$ cat src/rtl/t07_mem_arb_pkg.sv
// Shared types and constants for the two-port memory arbiter.
package t07_mem_arb_pkg;

  typedef enum logic [1:0] {
    IDLE  = 2'd0,
    ISSUE = 2'd1,
    WAIT  = 2'd2,
    DONE  = 2'd3
  } arb_state_t;

  localparam logic [1:0] RWI_IDLE  = 2'b00;
  localparam logic [1:0] RWI_READ  = 2'b01;
  localparam logic [1:0] RWI_WRITE = 2'b10;

  localparam logic GRANT_FETCH = 1'b0;
  localparam logic GRANT_DATA  = 1'b1;

  localparam logic [3:0] RUN_CNT_SAT = 4'd15;

endpackage

$ cat src/rtl/t07_busy_edge.sv
// Falling-edge detector for the external memory busy line.
module t07_busy_edge (
  input  logic clk,
  input  logic nrst,
  input  logic busy,
  output logic fall
);

  logic prev_busy_r;

  // Remember last cycle's busy level.
  always_ff @(posedge clk or negedge nrst) begin
    if (!nrst) begin
      prev_busy_r <= 1'b0;
    end else begin
      prev_busy_r <= busy;
    end
  end

  assign fall = prev_busy_r & ~busy;

endmodule

$ cat src/rtl/t07_mem_arbiter.sv
// Fetch/data arbiter in front of a single rwi/busy memory port; data has priority
// with a fetch starvation guard. Optional watchdog: T07_MEM_ARB_TIMEOUT_EN.
module t07_mem_arbiter
  import t07_mem_arb_pkg::*;
#(
  parameter int ADDR_W       = 32,
  parameter int DATA_W       = 32,
  parameter int MAX_DATA_RUN = 4,
  parameter int TIMEOUT_CYC  = 1024
) (
  input  logic              clk,
  input  logic              nrst,
  input  logic              fetch_req,
  input  logic [ADDR_W-1:0] fetch_addr,
  output logic              fetch_ack,
  output logic [DATA_W-1:0] fetch_rdata,
  input  logic              data_req,
  input  logic              data_we,
  input  logic [ADDR_W-1:0] data_addr,
  input  logic [DATA_W-1:0] data_wdata,
  output logic              data_ack,
  output logic [DATA_W-1:0] data_rdata,
  output logic [1:0]        ext_rwi,
  output logic [ADDR_W-1:0] ext_addr,
  output logic [DATA_W-1:0] ext_wdata,
  input  logic [DATA_W-1:0] ext_rdata,
  input  logic              ext_busy,
  output logic              grant_id,
  output logic              arb_err
);

  localparam logic [3:0] RUN_LIMIT = 4'(MAX_DATA_RUN);

  arb_state_t        state_r, state_s;
  logic              busy_fall_s;
  logic              timeout_s;
  logic              any_req_s;
  logic              grant_data_s;
  logic [DATA_W-1:0] rd_val_s;
  logic [3:0]        run_cnt_r;
  logic [1:0]        cmd_r;
  logic [1:0]        ext_rwi_r;
  logic [ADDR_W-1:0] ext_addr_r;
  logic [DATA_W-1:0] ext_wdata_r;
  logic              grant_r;
  logic              fetch_ack_r, data_ack_r;
  logic [DATA_W-1:0] fetch_rdata_r, data_rdata_r;

  if (TIMEOUT_CYC < 1 || MAX_DATA_RUN < 1 || MAX_DATA_RUN > 15) begin : g_param_range
  end

  t07_busy_edge u_busy_edge (
    .clk  (clk),
    .nrst (nrst),
    .busy (ext_busy),
    .fall (busy_fall_s)
  );

  // Winner selection: data first unless fetch has waited through a full data run.
  always_comb begin
    any_req_s    = fetch_req | data_req;
    grant_data_s = data_req & ~(fetch_req & (run_cnt_r >= RUN_LIMIT));
    if (busy_fall_s) begin
      rd_val_s = ext_rdata;
    end else begin
      rd_val_s = '0;
    end
  end

  // Next-state logic.
  always_comb begin
    state_s = state_r;
    case (state_r)
      IDLE: begin
        if (any_req_s) state_s = ISSUE;
        else           state_s = IDLE;
      end
      ISSUE: state_s = WAIT;
      WAIT: begin
        if (busy_fall_s || timeout_s) state_s = DONE;
        else                          state_s = WAIT;
      end
      DONE:    state_s = IDLE;
      default: state_s = IDLE;
    endcase
  end

  // State register plus latched command, run counter, acks and read data.
  always_ff @(posedge clk or negedge nrst) begin
    if (!nrst) begin
      state_r       <= IDLE;
      run_cnt_r     <= 4'd0;
      cmd_r         <= RWI_IDLE;
      ext_rwi_r     <= RWI_IDLE;
      ext_addr_r    <= '0;
      ext_wdata_r   <= '0;
      grant_r       <= GRANT_FETCH;
      fetch_ack_r   <= 1'b0;
      data_ack_r    <= 1'b0;
      fetch_rdata_r <= '0;
      data_rdata_r  <= '0;
    end else begin
      state_r     <= state_s;
      ext_rwi_r   <= RWI_IDLE;
      fetch_ack_r <= 1'b0;
      data_ack_r  <= 1'b0;
      case (state_r)
        IDLE: begin
          if (any_req_s && grant_data_s) begin
            grant_r     <= GRANT_DATA;
            ext_addr_r  <= data_addr;
            ext_wdata_r <= data_we ? data_wdata : '0;
            cmd_r       <= data_we ? RWI_WRITE : RWI_READ;
            ext_rwi_r   <= data_we ? RWI_WRITE : RWI_READ;
            if (fetch_req) begin
              run_cnt_r <= (run_cnt_r == RUN_CNT_SAT) ? RUN_CNT_SAT : run_cnt_r + 4'd1;
            end else begin
              run_cnt_r <= 4'd0;
            end
          end else if (any_req_s) begin
            grant_r     <= GRANT_FETCH;
            ext_addr_r  <= fetch_addr;
            ext_wdata_r <= '0;
            cmd_r       <= RWI_READ;
            ext_rwi_r   <= RWI_READ;
            run_cnt_r   <= 4'd0;
          end
        end
        WAIT: begin
          // A watchdog expiry completes the transaction with zero read data.
          if (busy_fall_s || timeout_s) begin
            if (grant_r == GRANT_DATA) begin
              data_ack_r <= 1'b1;
              if (cmd_r == RWI_READ) data_rdata_r <= rd_val_s;
            end else begin
              fetch_ack_r   <= 1'b1;
              fetch_rdata_r <= rd_val_s;
            end
          end
        end
        default: begin
        end
      endcase
    end
  end

`ifdef T07_MEM_ARB_TIMEOUT_EN
  localparam int              WD_W    = $clog2(TIMEOUT_CYC + 1);
  localparam logic [WD_W-1:0] WD_LAST = WD_W'(TIMEOUT_CYC - 1);

  logic [WD_W-1:0] wd_cnt_r;
  logic            arb_err_r;

  assign timeout_s = (state_r == WAIT) && (wd_cnt_r == WD_LAST);

  // Watchdog counts WAIT cycles; the error flag stays set until reset.
  always_ff @(posedge clk or negedge nrst) begin
    if (!nrst) begin
      wd_cnt_r  <= '0;
      arb_err_r <= 1'b0;
    end else begin
      if (state_r == WAIT) wd_cnt_r <= wd_cnt_r + WD_W'(1);
      else                 wd_cnt_r <= '0;
      if (timeout_s && !busy_fall_s) arb_err_r <= 1'b1;
    end
  end

  assign arb_err = arb_err_r;
`else
  assign timeout_s = 1'b0;
  assign arb_err   = 1'b0;
`endif

  assign ext_rwi     = ext_rwi_r;
  assign ext_addr    = ext_addr_r;
  assign ext_wdata   = ext_wdata_r;
  assign grant_id    = grant_r;
  assign fetch_ack   = fetch_ack_r;
  assign data_ack    = data_ack_r;
  assign fetch_rdata = fetch_rdata_r;
  assign data_rdata  = data_rdata_r;

endmodule

$ cat config.mk
export PLATFORM = sky130hd
export DESIGN_NAME = t07_mem_arbiter
export DESIGN_NICKNAME = d
export VERILOG_FILES = /design/src/rtl/t07_mem_arb_pkg.sv /design/src/rtl/t07_busy_edge.sv /design/src/rtl/t07_mem_arbiter.sv
export SDC_FILE = /design/constraint.sdc
export NUM_CORES = 1
export LEC_CHECK = 0
export CELL_PAD_IN_SITES_DETAIL_PLACEMENT = 0
export CELL_PAD_IN_SITES_GLOBAL_PLACEMENT = 1
export CORE_MARGIN = 2
export CORE_UTILIZATION = 32
export DETAILED_ROUTE_END_ITERATION = 10
export PLACE_DENSITY_LB_ADDON = 0.1
export SETUP_SLACK_MARGIN = 0.1
export SLEW_MARGIN = 20
export SYNTH_ARGS = -nofsm -noshare
export SYNTH_HDL_FRONTEND = slang
export SYNTH_SLANG_ARGS = --single-unit
$ cat constraint.sdc
create_clock -name clk -period 2.1 [get_ports clk]
set_input_delay 0.42 -clock clk [delete_from_list [all_inputs] [get_ports clk]]
set_output_delay 0.42 -clock clk [all_outputs]
set_load 0.005 [all_outputs]
==> results.ini, run 1 <==
[status]
status = finished, final reports clean

[yosys]
yosys-top-cells-area = dfrtp_1 (61%), mux2_4 (7.8%), mux2_2 (6.6%)
syn_avg_cell_area_um2 = 13.4
synth_ff_type = dfrtp_1
synth_nets = 570
synth_edf_count = 0
yosysUniqueCellTypes = 30
yosys.area.top_type = dfrtp_1
yosys_warnings = 0
ys_seq_elements = 142
yosys.area.top_type_share_pct = 61.2
async_reset_ff_share_pct = 100
syn_inst = 433
synthesis.area_um2 = 5800
synth_seq_area_share_pct = 61.2

[cts]
cts_tree = built
cts_setup_buffers = 0
hold_buffers = 1
htreeDepth = 4
clockBufferDepth = 2
cts-resized-gates = 0
cts_made_buffers = 17
clk_latency_ns = 0.41
cts_root_buf = clkbuf_16
clk_pin_slew_ns = 0.06
clock_sinks = 142

[global_routing]
antenna_found_initial = 0
grt_pass1_wl_um = 27300
overflow = 0
grt_max_degree = 46
track_usage_pct = 17.8
grt_pass1_vias = 4868

[detailed_routing]
finalWirelength_um = 16600
drcViolationCount = 0
final_antenna_net_count = 0
drt_iter0_markers = 208
vias = 4569
drt_pass1_iterations = 4
wl_per_cell_um = 17.6
vias_per_cell = 4.85

[floorplan]
die_w_um = 139
num_rows = 49
num_io_pins = 268
initial_core_util_pct = 32.4
fp.coreArea_um2 = 17900
die-area_um2 = 19200
fp.dieH_um = 139

[placement]
pre_cts_ws_ns = -0.0276
gp_congestion = 0.782
hpwl_um = 11700
io_buffer_count = 266
dp_cells = 911

[layout]
nFillCells = 1566
drive_gt1_share_pct = 16.9
n_antenna_cell = 0
fin_nets = 839
final_common_cell = clkdlybuf4s50_1
area_delta_synth_final_pct = 62.0
fin_util_pct = 52.5
final_cell_mix = clkdlybuf4s50_1 (265), dfrtp_1 (142), nand2_1 (65)
stdcell_count = 943

[timing]
min_period_over_period_pct = 86.6
finalWorstSetupSlack_ns = 0.280
hold_violations = 0
rsz0062_at_grt = false
holdWs_ns = 0.465
slew_violations = 0
fin_crit_ns = 1.82
setup_viol = 0
fin_worst_skew_ns = 0.00798
max_freq_mhz = 550

[worst_setup_path]
slowest_stage = clkdlybuf4s50_1
cp_cell_sequence = clkdlybuf4s50_1
crit_buf_inv = 1
crit_path_max_fanout = 4
slowest_delay_ns = 0.56
arrival_ns = 1.40
end_kind = output port
start_kind = flop
required_ns = 1.68
critical_path_class = reg -> out
cp_top_family = buffers and inverters

[min_path]
hold_class = reg -> reg

[power]
p_leak_uw = 0.00396
peakVddDrop_mv = 0.704
pwr_density_cell_nw_per_um2 = 1400

[run]
maxCapViolations = 0

==> registers in the layout, indices dropped and copies added, names as in the netlist, 2 cells and up <==
signal / count
ext_rwi: 2
ext_addr: 32
run_cnt_r: 4
data_rdata: 32
state_r: 2
ext_wdata: 32
fetch_rdata: 32
cmd_r: 2
==> final cells by class <==
type / instances / area, um^2 / share of cell area [%]
multi-input cells: 252 / 2020 / 21.5
inverters: 2 / 7.51 / 0.0799
well taps: 229 / 287 / 3.05
flip-flops and latches: 142 / 3550 / 37.8
clock buffers: 18 / 429 / 4.57
repair buffers: 287 / 2940 / 31.2
clock inverters: 13 / 166 / 1.77
==> power by group <==
| part | internal, uW | leakage, uW | switching [uW] |
|---|---|---|---|
| Combinational | 3560 | 0.00189 | 1890 |
| Sequential | 4000 | 0.00179 | 707 |
| Clock | 1870 | 0.000283 | 1170 |
| Total | 9420 | 0.00396 | 3770 |
==> synthesized netlist by cell type, types with 2 or more instances <==
cell,count
buf_2,16
mux2_4,30
buf_4,5
o21ai_2,2
nor2_1,3
and4_1,2
dfrtp_1,142
inv_1,2
and2_1,2
a22o_1,35
buf_12,3
clkbuf_1,12
ha_1,3
o211ai_1,32
mux2_2,34
nand2_1,65
nand4_1,32
==> through the flow <==
stage               setup TNS, ns  total power, uW  area, um^2
floorplan                       0             6780        5800
global placement                0            10100        8790
detailed placement        -0.0591            10300        8790
CTS                             0            13400        9400
global route                    0            14000        9400
finish                          0            13200        9400
==> routing by layer <==
| metal | wire [um] | GRT usage (%) |
|---|---|---|
| met5 | 0 | 0 |
| met4 | 354 | 6.80 |
| met3 | 1290 | 6.01 |
| met2 | 7570 | 27.3 |
| met1 | 7410 | 23.5 |
==> cells by family (layout without fill, tap and decap cells) <==
| family | after synthesis | after routing | share of synthesized area (%) |
|---|---|---|---|
| multiplexers | 64 | 64 | 14.4 |
| other | 1 | 1 | 0.0646 |
| adder cells (fa/ha/maj) | 3 | 3 | 0.647 |
| AND/OR/NAND/NOR | 110 | 110 | 9.19 |
| AO/OA/AOI/OAI | 74 | 74 | 10.3 |
| buffers and inverters | 39 | 320 | 4.16 |
| flip-flops | 142 | 142 | 61.2 |
==> worst paths after layout <==
path | from | to | slack, ns | cells after the start
worst min-delay path | cmd_r[1] | cmd_r[1] | 0.47 | 1
worst max register to register | state_r[0] | data_rdata[31] | 0.33 | 6
min in group asynchronous | nrst | data_rdata[3] | 0.50 | 2
max in group asynchronous | nrst | fetch_rdata[21] | 0.96 | 3
worst max-delay path | grant_id | grant_id | 0.28 | 1
worst min register to register | cmd_r[1] | cmd_r[1] | 0.47 | 1
Power figures use the tool's default switching activity.
==> run 2, diff against run 1 <==
--- a/config.mk
+++ b/config.mk
@@ -6,8 +6,10 @@
 export NUM_CORES = 1
 export LEC_CHECK = 0
+export CAP_MARGIN = 20
 export CELL_PAD_IN_SITES_DETAIL_PLACEMENT = 0
 export CELL_PAD_IN_SITES_GLOBAL_PLACEMENT = 1
 export CORE_MARGIN = 2
 export CORE_UTILIZATION = 32
+export CTS_CLUSTER_DIAMETER = 50
 export DETAILED_ROUTE_END_ITERATION = 10
 export PLACE_DENSITY_LB_ADDON = 0.1
==> constraint.sdc (replaced) <==
create_clock -name clk -period 2.1 [get_ports clk]
set_input_delay 0.42 -clock clk [delete_from_list [all_inputs] [get_ports clk]]
set_output_delay 0.42 -clock clk [all_outputs]
set_load 0.1 [all_outputs]
==> run 2 against run 1 <==
Via count grew 0.26%. Critical path type is now reg -> reg. Critical endpoint is now data_rdata[0]. Design area shrank 3.3%. Fmax grew 4.2%. Sequential cell count is the same. Die area is the same. Count of clock-buffer cells in the layout shrank 1. Core utilization shrank 1.7 points. Non-clock buffer count is the same. Final cell count shrank 0.11%. First-iteration DRC count shrank 14%. Sequential share of layout area grew 1.3 points. Routed wire length shrank 1.7%.
==> results.ini, run 2 (same netlist as run 1, synthesis figures left out) <==
[timing]
rsz0062_at_grt = false
max_freq_mhz = 573
fin_crit_ns = 1.75
setup_viol = 0
fin_worst_skew_ns = 0.00954
hold_violations = 0
min_period_over_period_pct = 83.2
holdWs_ns = 0.400
slew_violations = 0

[worst_setup_path]
arrival_ns = 2.04
crit_path_max_fanout = 15
critical_path_class = reg -> reg
start_kind = flop
end_kind = flop
required_ns = 2.39

[layout]
final_cell_mix = buf_4 (144), dfrtp_1 (141), clkdlybuf4s50_1 (132)
area_delta_synth_final_pct = 56.7
fin_nets = 839
final_common_cell = buf_4
n_antenna_cell = 0
drive_gt1_share_pct = 35.8
nFillCells = 1560
stdcell_count = 942

[min_path]
hold_class = in -> async

[floorplan]
num_io_pins = 268
initial_core_util_pct = 32.4
fp.dieH_um = 139
fp.coreArea_um2 = 17900
num_rows = 49
die_w_um = 139
die-area_um2 = 19200

[global_routing]
grt_pass1_vias = 4786
met1_usage_pct = 21.6
grtUsageMet2_pct = 27.3
track_usage_pct = 17.1
busiest_layer = met2
overflow = 0
antenna_found_initial = 0
grt_pass1_wl_um = 26100
grt_max_degree = 54
use_met3_pct = 5.94

[detailed_routing]
drt_pass1_iterations = 4
final_antenna_net_count = 0
vias = 4581
drt_iter0_markers = 178
finalWirelength_um = 16300
drcViolationCount = 0
wl_per_cell_um = 17.4
vias_per_cell = 4.86

[cts]
clock_sinks = 142
cts-resized-gates = 0
cts_setup_buffers = 0
htreeDepth = 4
cts_root_buf = clkbuf_16
cts_made_buffers = 17
cts_tree = built
clockBufferDepth = 2
clk_pin_slew_ns = 0.06
hold_buffers = 1
clk_latency_ns = 0.41

[placement]
hpwl_um = 11600
dp_cells = 911
io_buffer_count = 266
gp_congestion = 0.759

[run]
maxCapViolations = 0

[status]
status = finished, final reports clean

-- run 2: cell types whose count changed in the layout (fill, tap and decap cells not counted), sizes merged --
cell	change
inv	-1
buf	+133
clkdlybuf4s50	-133
clkinvlp	-1
bufinv	+1
clkbuf	-1
clkinv	+1
-- run 2: worst max-delay path: stages, from the launching register on --
cell	delay (ns)
dfrtp_1	0.35
inv_1	0.08
ha_1	0.17
and4b_4	0.23
and3b_2	0.26
buf_12	0.18
mux2_2	0.35
-- run 2: worst paths after layout --
kind / slack (ns) / depth (start not counted) / startpoint / endpoint
min in group clk: 0.48 / 1 / cmd_r[1] / cmd_r[1]
hold / removal: 0.40 / 2 / nrst / fetch_rdata[9]
setup / recovery: 0.35 / 6 / state_r[0] / data_rdata[0]
max in group asynchronous: 0.97 / 3 / nrst / data_rdata[30]
hold reg to reg: 0.48 / 1 / cmd_r[1] / cmd_r[1]
setup reg to reg: 0.35 / 6 / state_r[0] / data_rdata[0]
-- run 2: metrics by stage --
| stage | cell area (um^2) | TNS [ns] | utilization, % | setup slack (ns) |
|---|---|---|---|---|
| after floorplan | 5800 | 0 | - | 0.276 |
| after global placement | 8460 | 0 | 47.3 | 0.0191 |
| after detailed placement | 8460 | -0.0375 | 47.3 | -0.0207 |
| after CTS | 9090 | 0 | 50.8 | 0.342 |
| after global routing | 9090 | 0 | 50.8 | 0.249 |
| final | 9090 | 0 | 50.8 | 0.354 |
-- run 2: layout make-up --
type                    count  area [um^2]  share of cell area [%]
repair buffers            287         2600                    28.6
multi-input cells         252         2020                    22.2
inverters                   2         7.51                  0.0826
flip-flops and latches    142         3550                    39.1
well taps                 229          287                    3.15
clock inverters            13          193                    2.12
clock buffers              17          425                    4.68
-- run 2: per-layer routing --
layer / vias to the layer above / part of all wire (%)
met4: 0 / 1.8
met3: 23 / 8.4
met2: 203 / 47
met5: - / 0
met1: 2246 / 42
li1: 2109 / -
Power of run 2 is not shown: default switching activity piles up to over one toggle a cycle in this logic, so the estimate is an artifact.
==> run 3, diff against run 2 <==
- CORE_UTILIZATION: 32 -> 29
- clock period: 2.1 -> 1.6 ns (I/O delays scaled with it)
==> run 3 against run 2 <==
The flow now finishes with violations (negative setup slack). Sequential cell count is the same. Design area up 31%. Critical path depth is 1 higher. Core utilization rose by 10 points. Fmax up 1.2%. Global-route usage grew 1.6 points. Sequential share of layout area down 9.2 points. Via count grew 5.7%. Non-clock buffer count grew 53. Worst setup slack got worse by 0.48 ns. First-iteration DRC count rose by 6.7%. Clock skew shrank 0.00083 ns.
==> results.ini, run 3 (same netlist as run 1, synthesis figures left out) <==
[global_routing]
antenna_found_initial = 0
grt_pass1_vias = 5263
grt_pass1_wl_um = 31000
track_usage_pct = 18.7
overflow = 0
grt_max_degree = 44

[timing]
setup-tns-final_ns = -4.03
tightest_slew_ns = 0.562
slew_violations = 0
finalWorstSetupSlack_ns = -0.126
rsz0062_at_grt = true
min_period_over_period_pct = 108
setup_viol = 56
hold_violations = 0
relSlewSlack_pct = 62.4
max_freq_mhz = 579
fin_crit_ns = 1.73
fin_worst_skew_ns = 0.00871

[detailed_routing]
drcViolationCount = 0
wl_per_cell_um = 18.8
drt_iter0_markers = 190
final_antenna_net_count = 0
vias_per_cell = 4.69
drt_pass1_iterations = 4
vias = 4842
finalWirelength_um = 19400

[worst_setup_path]
cp_top_family = simple AND/OR/NAND/NOR gates
end_kind = flop
required_ns = 1.90
slowest_delay_ns = 0.37
slowest_stage = dfrtp_1
critical_path_class = reg -> reg
arrival_ns = 2.03
cp_cell_sequence = inv_2 > ha_4 > and4b_4 > and3b_4 > buf_12 > buf_16 > mux2_4
crit_buf_inv = 3
start_kind = flop
crit_path_max_fanout = 5

[placement]
gp_congestion = 0.764
pre_cts_ws_ns = -0.401
io_buffer_count = 266
hpwl_um = 13100

[status]
status = finished, violations left
violations = negative setup slack

[cts]
cts_tree = built
htreeDepth = 4
clk_pin_slew_ns = 0.06
clock_sinks = 142
clockBufferDepth = 2
clk_latency_ns = 0.42
cts_root_buf = clkbuf_16
cts_made_buffers = 17

[floorplan]
num_io_pins = 268
die_w_um = 145
initial_core_util_pct = 29.7
fp.dieH_um = 145
num_rows = 51
fp.coreArea_um2 = 19500
die-area_um2 = 21200

[layout]
final_cell_mix = buf_12 (152), dfrtp_1 (141), clkdlybuf4s50_1 (132)
area_delta_synth_final_pct = 105
drive_gt1_share_pct = 41.0
n_antenna_cell = 0
final_common_cell = buf_12
fin_nets = 892

[run]
maxCapViolations = 0

[min_path]
hold_class = in -> async

-- run 3: path summary, 6_finish.rpt --
kind	startpoint	to	slack, ns	cells after the start
hold / removal	nrst	fetch_rdata[8]	0.41	2
min in group clk	ext_busy	u_busy_edge.prev_busy_r	0.41	1
setup reg to reg	state_r[0]	data_rdata[18]	-0.13	7
setup / recovery	state_r[0]	data_rdata[18]	-0.13	7
hold reg to reg	cmd_r[1]	cmd_r[1]	0.49	1
max in group asynchronous	nrst	ext_rwi[0]	0.66	3
-- run 3: through the flow --
stage | hold WS [ns] | cells | utilization, % | instance area, um^2
6_report | 0.407 | 1033 | 60.8 | 11900
5_1_grt | 0.408 | 1033 | 60.8 | 11900
4_1_cts | 0.372 | 1030 | 60.5 | 11800
3_5_place_dp | 0.288 | 964 | 52.8 | 10300
3_3_place_gp | 0.289 | 964 | 52.8 | 10300
2_1_floorplan | 0.0244 | 433 | - | 5810
-- run 3: metal layers --
metal / wire [um] / track usage (%) / share of wire, % / vias up
met5: 0 / 0 / 0 / -
li1: - / - / - / 2229
met1: 8430 / 23.9 / 43 / 2413
met4: 281 / 5.25 / 1.4 / 0
met3: 1220 / 5.86 / 6.3 / 22
met2: 9480 / 30.8 / 49 / 178
-- run 3: final cells by class --
type                       count  area, um^2
multi-input combinational    252        2180
fill                        1540        7650
timing repair buffer         340        5170
tap                          265         332
clock inverter                13         178
inverter                       2        7.51
clock buffer                  19         453
sequential                   142        3560
-- run 3: what timing repair did --
| item | in CTS | in global routing |
|---|---|---|
| resized for setup | 71 | 9 |
| pin swaps | 14 | 2 |
| setup endpoints to repair | 135 | 136 |
| hold buffers | 1 | 0 |
| gates cloned | 15 | 1 |
| hold endpoints to repair | 36 | 0 |
| buffers inserted | 19 | 3 |
Power of run 3 is left out for the same reason.
